**config.mk**
```make
export PLATFORM = sky130hd
export DESIGN_NAME = pipeline_hazard_ctrl
export DESIGN_NICKNAME = d
export VERILOG_FILES = /design/src/rtl/pipeline_hazard_ctrl.sv
export SDC_FILE = /design/constraint.sdc
export NUM_CORES = 1
export LEC_CHECK = 0
export CORE_ASPECT_RATIO = 1.75
export CORE_MARGIN = 4
export CORE_UTILIZATION = 45
export CTS_CLUSTER_DIAMETER = 200
export DETAILED_ROUTE_END_ITERATION = 10
export GPL_ROUTABILITY_DRIVEN = 0
export PLACE_DENSITY = 0.76
export SLEW_MARGIN = 20
export SYNTH_ARGS = -nofsm -noshare
export SYNTH_HDL_FRONTEND = slang
export SYNTH_SLANG_ARGS = --single-unit
```
**constraint.sdc**
```tcl
create_clock -name CLK -period 2.02 [get_ports CLK]
set_input_delay 0.303 -clock CLK [delete_from_list [all_inputs] [get_ports CLK]]
set_output_delay 0.303 -clock CLK [all_outputs]
set_load 0.01 [all_outputs]
```
**src/rtl/pipeline_hazard_ctrl.sv**
```systemverilog
// Stall/flush controller for the N-stage MIPS pipeline: drives pipe register enables/clears and PC enable,
// tracks multi-cycle load-use bubbles, dcache-miss freezes with a watchdog, and stall/redirect perf counters.
module pipeline_hazard_ctrl #(
    parameter int NSTAGES     = 5,
    parameter int REGW        = 5,
    parameter int LU_STALL    = 1,
    parameter int FLUSH_DEPTH = 2,
    parameter int TIMEOUT     = 255,
    parameter int CNTW        = 32
) (
    input  logic                 CLK,
    input  logic                 nRST,
    input  logic                 ihit,
    input  logic                 dmem_req,
    input  logic                 dhit,
    input  logic                 redirect,
    input  logic                 halt,
    input  logic                 ex_is_load,
    input  logic [REGW-1:0]      ex_wsel,
    input  logic [REGW-1:0]      id_rsel1,
    input  logic [REGW-1:0]      id_rsel2,
    input  logic                 id_use1,
    input  logic                 id_use2,
    output logic                 pc_en,
    output logic [NSTAGES-2:0]   pipe_en,
    output logic [NSTAGES-2:0]   flush,
    output logic [1:0]           state,
    output logic                 err_timeout,
    output logic [CNTW-1:0]      stall_cnt,
    output logic [CNTW-1:0]      flush_cnt
);

    localparam int NPIPE = NSTAGES - 1;
    localparam logic [NPIPE-1:0] FLUSH_MASK   = NPIPE'((1 << FLUSH_DEPTH) - 1);
    localparam logic [NPIPE-1:0] BUBBLE_FLUSH = NPIPE'(2);
    localparam logic [NPIPE-1:0] BUBBLE_EN    = ~NPIPE'(1);
    localparam logic [2:0]       LU_CNT_INIT  = 3'(LU_STALL - 1);
    localparam logic [31:0]      WD_LIMIT     = 32'(TIMEOUT);

    typedef enum logic [1:0] {
        RUN      = 2'b00,
        LU_WAIT  = 2'b01,
        MEM_WAIT = 2'b10,
        HALTED   = 2'b11
    } state_t;

    state_t      cur_state, nxt_state, ret_state, nxt_ret, eff_state;
    logic [2:0]  lu_cnt, nxt_lu;
    logic [31:0] wd_cnt;
    logic        load_use;
    logic        redirect_evt;

    assign state = cur_state;

    assign load_use = ex_is_load && (ex_wsel != '0) &&
                      ((id_use1 && (id_rsel1 == ex_wsel)) || (id_use2 && (id_rsel2 == ex_wsel)));

    // When a dcache wait completes, the hazard rules are evaluated as if still in the saved state.
    always_comb begin
        pc_en        = 1'b0;
        pipe_en      = '0;
        flush        = '0;
        nxt_state    = cur_state;
        nxt_ret      = ret_state;
        nxt_lu       = lu_cnt;
        redirect_evt = 1'b0;
        eff_state    = (cur_state == MEM_WAIT) ? ret_state : cur_state;

        if (cur_state == HALTED || halt) begin
            nxt_state = HALTED;
        end else if (err_timeout || ((cur_state == MEM_WAIT) ? !dhit : (dmem_req && !dhit))) begin
            nxt_state = MEM_WAIT;
            if (cur_state != MEM_WAIT) nxt_ret = cur_state;
        end else if (redirect) begin
            pc_en        = 1'b1;
            pipe_en      = '1;
            flush        = FLUSH_MASK;
            nxt_state    = RUN;
            nxt_lu       = '0;
            redirect_evt = 1'b1;
        end else if (eff_state == LU_WAIT || load_use) begin
            pipe_en = BUBBLE_EN;
            flush   = BUBBLE_FLUSH;
            if (eff_state == LU_WAIT) begin
                if (lu_cnt <= 3'd1) begin
                    nxt_state = RUN;
                    nxt_lu    = '0;
                end else begin
                    nxt_state = LU_WAIT;
                    nxt_lu    = lu_cnt - 3'd1;
                end
            end else if (LU_STALL > 1) begin
                nxt_state = LU_WAIT;
                nxt_lu    = LU_CNT_INIT;
            end else begin
                nxt_state = RUN;
            end
        end else if (!ihit) begin
            pipe_en   = BUBBLE_EN;
            flush     = BUBBLE_FLUSH;
            nxt_state = RUN;
        end else begin
            pc_en     = 1'b1;
            pipe_en   = '1;
            nxt_state = RUN;
        end

        if (!nRST) begin
            pc_en   = 1'b0;
            pipe_en = '0;
            flush   = '1;
        end
    end

    // The watchdog saturates at its limit so a long freeze cannot wrap it back to zero.
    always_ff @(posedge CLK) begin
        if (!nRST) begin
            cur_state   <= RUN;
            ret_state   <= RUN;
            lu_cnt      <= '0;
            wd_cnt      <= '0;
            err_timeout <= 1'b0;
            stall_cnt   <= '0;
            flush_cnt   <= '0;
        end else begin
            cur_state <= nxt_state;
            ret_state <= nxt_ret;
            lu_cnt    <= nxt_lu;

            if (nxt_state != MEM_WAIT)
                wd_cnt <= '0;
            else if (TIMEOUT != 0 && cur_state == MEM_WAIT && !dhit && wd_cnt != WD_LIMIT)
                wd_cnt <= wd_cnt + 32'd1;

            if (TIMEOUT != 0 && cur_state == MEM_WAIT && wd_cnt == WD_LIMIT)
                err_timeout <= 1'b1;

            if (!pc_en && cur_state != HALTED && !halt && stall_cnt != '1)
                stall_cnt <= stall_cnt + 1'b1;

            if (redirect_evt && flush_cnt != '1)
                flush_cnt <= flush_cnt + 1'b1;
        end
    end

endmodule

```
==> results.yml, run 1 <==
yosys:
  netlist_area_um2: 5530
  synth-edff-count: 0
  avgSynthCellArea_um2: 8.36
  async_reset_ff_frac: 0
  syn_inst: 661
  ys_warn_count: 0
  ys_types: 53
  yosysTopAreaCellShare: 0.377
  yosysSeqAreaShare: 0.377
  yosysMostFrequentCell: "dfxtp_1"
  synthTopCellsByCount: "dfxtp_1, nor2_1, nand2_1"
  netlist_top_cells_area: "dfxtp_1, xnor2_1, nor2_1"
  synth.largest_area_cell: "dfxtp_1"
  ys.flop_type: "dfxtp_1"
  synth_seq_cells: 104
  syn_nets: 690
clock_tree:
  clockBufferDepth: 2
  hold_buffers: 0
  cts-root-buf: "clkbuf_16"
  htree_levels: 3
  cts_num_sinks: 104
  clk_pin_slew_ns: 0.07
  cts_tree: "yes"
  tritoncts.num_buffers: 9
  insertion_delay_ns: 0.34
die:
  die_h_um: 155
  start_util: 0.461
  die_x_um: 91.8
  dieArea_um2: 14200
  rows: 53
  pin_count: 101
  core_area_um2: 12000
sta:
  fin_ws_ns: -0.0492
  setup_viol: 11
  clock_skew_ns: 0.00725
  rsz0062_at_grt: "yes"
  worst_hold_slack_ns: 0.490
  fmax_mhz: 483
  final-hold-violation-count: 0
  min_period_ns: 2.07
  slew_headroom: 0.629
  slew_violations: 0
  timing.final.crit_share: 1.02
  tightest_slew_ns: 0.557
cells_and_area:
  drive_gt1_frac: 0.348
  area_growth_syn_to_layout_pct: 59.6
  nets: 921
  num_antenna_cells: 0
  fin_cells: 1061
  n_fill_cell: 825
worst_setup_path:
  end_kind: "output port"
  crit_required_ns: 1.72
  start_kind: "input pin"
  critical_path_class: "input pin to output port"
  worstPathArrival_ns: 1.77
  critPathMaxFanout: 2
detailed_routing:
  vias_per_cell: 5.72
  vias: 6067
  ant_nets: 0
  first_pass_iters: 4
  wl_per_cell_um: 17.5
  drt_wl_total_mm: 18.6
  detail_route.drc_violations: 0
  drtIter0Drc: 311
grt:
  antenna_found_initial: 0
  grt_pass1_vias: 6045
  grt-ovfl-total: 0
  grt_max_degree: 41
  grt_pass1_wl_mm: 27.9
  grt_usage: 0.239
power_and_ir_drop:
  clockPowerShare: 0.414
  report.power.total_w: 0.00441
  leakagePower_nw: 3.16
  switching_power_w: 0.00103
  pwr-share-seq: 0.468
  irDropWorstVdd_mv: 0.368
  combPwrFrac: 0.118
  power_density_nw_per_um2: 500
  p_int_w: 0.00338
  sw_frac_of_total: 0.234
placed_design:
  port-buffer-count: 100
  dpl.hpwl_mm: 11.8
  place_inst: 1018
run:
  max-cap-violations: 0
outcome:
  status: "complete, but fails checks"
  violations: "negative setup slack"
min_path:
  min_path_type: "flip-flop to flip-flop"
-- path summary, 6_finish.rpt --
path | slack (ns) | depth (start not counted) | end | startpoint
min | 0.49 | 2 | ret_state[1]$_SDFFE_PN0P_ | ret_state[1]$_SDFFE_PN0P_
max reg2reg | -0.02 | 8 | stall_cnt[30]$_SDFFE_PN0P_ | stall_cnt[0]$_SDFFE_PN0P_
max | -0.05 | 8 | flush[1] | ex_wsel[3]
min reg2reg | 0.49 | 2 | ret_state[1]$_SDFFE_PN0P_ | ret_state[1]$_SDFFE_PN0P_
-- per-layer routing --
layer,track usage,vias to the layer above,share of wire
met5,0,-,0
met4,0.123,0,0.039
met3,0.0380,64,0.043
met2,0.453,222,0.55
met1,0.247,2933,0.37
li1,-,2848,-
-- timing repair --
action / 4_1_cts / 5_1_grt
setup buffers: 15 / 11
cloned: 3 / 1
pin swaps: 33 / 54
gates resized for setup: 109 / 103
endpoints found under the setup margin: 88 / 93
hold endpoints to repair: 0 / 0
-- cell families (layout without fill, tap and decap cells) --
family                     after synthesis  in the layout  synth area share
and+or+nand+nor                        344            344             0.349
adders and majority gates                4              4           0.00905
buffers and inverters                   46            281            0.0468
DFF                                    104            104             0.377
muxes                                   20             20            0.0362
xor gates and xnor gates                52             52            0.0824
AOI/OAI and AO/OA                       91             91            0.0996
-- through the flow --
step,util,cell area (um2),setup TNS (ns),setup WS [ns]
2_1_floorplan,-,5570,-1.82,-0.0994
3_3_place_gp,0.631,7570,-30.53,-0.917
3_5_place_dp,0.631,7570,-34.84,-0.919
4_1_cts,0.692,8310,-0.177,-0.0873
5_1_grt,0.735,8820,-1.92,-0.117
6_report,0.735,8820,-0.154,-0.0492
-- power groups by stage --
| stage | Clock, W | Sequential (W) | Combinational, W |
|---|---|---|---|
| global route | 0.00195 | 0.00206 | 0.000550 |
| finish | 0.00183 | 0.00206 | 0.000520 |
| floorplan | 0 | 0.00212 | 0.000185 |
| CTS | 0.00186 | 0.00207 | 0.000468 |
| global placement | 0 | 0.00211 | 0.000377 |
| detailed placement | 0 | 0.00211 | 0.000388 |
-- cell type report --
type                    count  area (um2)  share of cell area
multi-input cells         511        3750               0.425
repair buffers            257        2390               0.271
flip-flops and latches    104        2130               0.241
clock buffers              11         264              0.0299
well taps                 165         206              0.0234
clock inverters             4        51.3             0.00581
inverters                   9        33.8             0.00383
-- cells in the final DEF, fill, tap and decap left out, types with 4 or more instances in the layout --
master / Yosys / final
o21a_1: 4 / 4
a21oi_2: 1 / 15
or4_4: 1 / 14
o31ai_1: 14 / 10
nor3b_1: 4 / 4
inv_1: 8 / 8
and4_1: 10 / 7
nand2_1: 55 / 53
o21ai_0: 14 / 14
nor3_2: 5 / 8
nor2_1: 62 / 58
buf_2: 5 / 4
and3_1: 16 / 14
o21ai_1: 9 / 8
dfxtp_4: 0 / 5
dfxtp_1: 104 / 79
nor4_2: 0 / 9
nand3_2: 0 / 8
nor3_1: 23 / 18
clkdlybuf4s50_1: 0 / 75
nand4_1: 21 / 21
nand3_1: 46 / 37
nor4_1: 21 / 7
mux2i_1: 20 / 20
nand2b_1: 21 / 20
buf_12: 1 / 6
a21oi_1: 40 / 26
buf_4: 5 / 126
nor4_4: 3 / 8
dfxtp_2: 0 / 20
clkbuf_16: 0 / 11
and2_1: 5 / 4
buf_6: 6 / 26
dlygate4sd2_1: 0 / 13
xnor2_1: 49 / 46
or3_1: 20 / 19
-- flip-flops by register name, indices dropped and copies added, names as in the netlist --
| name | count |
|---|---|
| flush_cnt | 32 |
| err_timeout | 1 |
| ret_state | 2 |
| lu_cnt | 3 |
| state | 2 |
| stall_cnt | 32 |
| wd_cnt | 32 |
-- worst max-delay path: stages --
cell,delay [ns]
buf_6,0.09
or4_4,0.53
o21ai_2,0.14
buf_6,0.13
nand2b_4,0.13
a31oi_4,0.10
or2_4,0.24
buf_6,0.12
(Power assumes the default switching activity.)
==> run 2, diff against run 1 <==
- HOLD_SLACK_MARGIN: not set -> 0.03
==> results of run 2 <==
Final layout, timing and power as in run 1 (identical DEF).
==> run 3, diff against run 2 <==
- CORE_MARGIN: 4 -> not set
==> run 3 against run 2 <==
Against the previous run:
- the run still ends with negative setup slack left
- cell count shrank 1.8%
- clock power shrank 4%
- sequential power is essentially flat
- first-iteration DRC count shrank 28%
- combinational power shrank 7.1%
- non-clock buffer count shrank 19
- die area shrank 10%
- wire length shrank 7.7%
- critical path type unchanged
==> results.yml, run 3 (same netlist as run 1, synthesis figures left out) <==
outcome:
  status: "complete, but fails checks"
  violations: "negative setup slack"
grt:
  grt_max_degree: 51
  grt_pass1_vias: 5944
  grt_usage: 0.257
  antenna_found_initial: 0
  grt-ovfl-total: 0
  grt_pass1_wl_mm: 26.3
detailed_routing:
  first_pass_iters: 4
  detail_route.drc_violations: 0
  drt_wl_total_mm: 17.2
  vias: 5953
  vias_per_cell: 5.71
  ant_nets: 0
  drtIter0Drc: 225
  wl_per_cell_um: 16.5
worst_setup_path:
  reg2reg_from: "state[0]$_SDFF_PN0_"
  critical_path_class: "input pin to output port"
  start_kind: "input pin"
  crit_chain: "buf_6, or4_4, o21ai_2, buf_6, nor2_4, a211oi_4, buf_2"
  reg2reg_setup_slack_ns: -0.08
  timing.critical_path.slowest_stage_cell: "or4_4"
  crit_top_cell: "buf_6"
  end_kind: "output port"
  path_buf_inv: 3
  crit_required_ns: 1.72
  reg2reg_depth: 9
  critPathMaxFanout: 6
  crit_path_max_incr_delay_ns: 0.52
  crit_family: "simple AND/OR/NAND/NOR gates"
  rr_endpoint: "stall_cnt[8]$_SDFFE_PN0P_"
  worstPathArrival_ns: 1.81
cells_and_area:
  final_cell_mix: "buf_4, dfxtp_1, clkdlybuf4s50_1"
  design_area_um2: 8480
  area_growth_syn_to_layout_pct: 53.4
  fin_cells: 1042
  nets: 902
  fin_util: 0.707
  mostFrequentLayoutCell: "buf_4"
  drive_gt1_frac: 0.323
  reg.largest.list: "flush_cnt x32, stall_cnt x32, wd_cnt x32"
  n_fill_cell: 883
sta:
  timing.setup.tns_ns: -0.780
  fin_ws_ns: -0.0904
  slew_headroom: 0.569
  tightest_slew_ns: 0.647
  clock_skew_ns: 0.00703
  min_period_ns: 2.11
  setup_viol: 22
  rsz0062_at_grt: "yes"
  fmax_mhz: 474
  timing.final.crit_share: 1.04
  slew_violations: 0
  final-hold-violation-count: 0
power_and_ir_drop:
  power_density_nw_per_um2: 508
  irDropWorstVdd_mv: 0.451
  leakagePower_nw: 3.01
placed_design:
  place_inst: 1005
  dpl_cell_area_um2: 7460
  port-buffer-count: 100
  dpl.hpwl_mm: 11.6
clock_tree:
  tritoncts.num_buffers: 9
  htree_levels: 3
  hold_buffers: 0
  insertion_delay_ns: 0.34
  clk_pin_slew_ns: 0.07
  clockBufferDepth: 2
  cts_num_sinks: 104
  cts_tree: "yes"
  cts-root-buf: "clkbuf_16"
run:
  max-cap-violations: 0
die:
  pin_count: 101
  rows: 53
  die_x_um: 85.8
  dieArea_um2: 12800
  start_util: 0.461
  core_area_um2: 12000
  die_h_um: 149
min_path:
  min_path_type: "flip-flop to flip-flop"
  hold_depth: 2
  min_to: "ret_state[1]$_SDFFE_PN0P_"
  min_from: "ret_state[1]$_SDFFE_PN0P_"
-- run 3: cell count changes in the layout (fill, tap and decap cells not counted), sizes merged --
cell	change
buf	-16
clkbuf	-1
clkdlybuf4s15	-2
clkdlybuf4s50	-1
clkinv	-1
diode	+1
dlygate4sd2	+1
-- run 3: layout make-up --
class                      instances  area [um2]  area share
clock inverter                     3        42.5     0.00501
multi-input combinational        511        3690       0.435
inverter                           9        33.8     0.00398
clock buffer                      11         253      0.0298
tap                              165         206      0.0243
sequential                       104        2120       0.250
antenna                            1        2.50    0.000295
timing repair buffer             238        2130       0.252
-- run 3: where the power goes --
part / switching (W) / total (W) / leakage (nW) / internal, W
clock network: 0.000746 / 0.00176 / 0.143 / 0.00101
logic: 0.000249 / 0.000483 / 2.01 / 0.000234
registers: 0.00000934 / 0.00207 / 0.849 / 0.00206
-- run 3: worst max-delay path by stage --
stage / startpoint / endpoint / slack, ns / cells past startpoint
final: ex_wsel[2] / pipe_en[0] / -0.09 / 7
after global placement: ex_wsel[1] / flush[1] / -0.91 / 10
after detailed placement: ex_wsel[1] / flush[1] / -0.92 / 10
after CTS: ex_wsel[1] / pc_en / -0.1 / 7
after floorplan: stall_cnt[0]$_SDFFE_PN0P_ / stall_cnt[11]$_SDFFE_PN0P_ / -0.1 / 10
after global routing: state[0]$_SDFF_PN0_ / stall_cnt[8]$_SDFFE_PN0P_ / -0.15 / 9
-- run 3: timing repair --
| action | in CTS | in global routing |
|---|---|---|
| gates cloned | 3 | 1 |
| setup endpoints to repair | 66 | 74 |
| pin swaps | 31 | 30 |
| gates resized for setup | 96 | 90 |
| buffers inserted | 8 | 14 |
-- run 3: routing by layer --
| metal | vias to the layer above | GRT usage | wire [um] |
|---|---|---|---|
| li1 | 2806 | - | - |
| met1 | 2869 | 0.258 | 6270 |
| met2 | 224 | 0.486 | 9580 |
| met3 | 54 | 0.0355 | 651 |
| met4 | 0 | 0.159 | 680 |
| met5 | - | 0 | 0 |
-- run 3: metrics by stage --
step	hold slack (ns)	power (W)	setup slack (ns)
finish	0.458	0.00431	-0.0904
global placement	0.422	0.00249	-0.911
floorplan	0.412	0.00231	-0.0994
CTS	0.477	0.00429	-0.0997
global route	0.498	0.00444	-0.151
detailed placement	0.431	0.00250	-0.922
-- run 3: worst reg2reg max path: cells and delay by family, from the launching register on --
kind | cells | cell delay (ns)
AO/OA/AOI/OAI | 4 | 0.73
buffers and inverters | 4 | 0.81
flip-flops | 1 | 0.36
AND/OR/NAND/NOR | 1 | 0.10
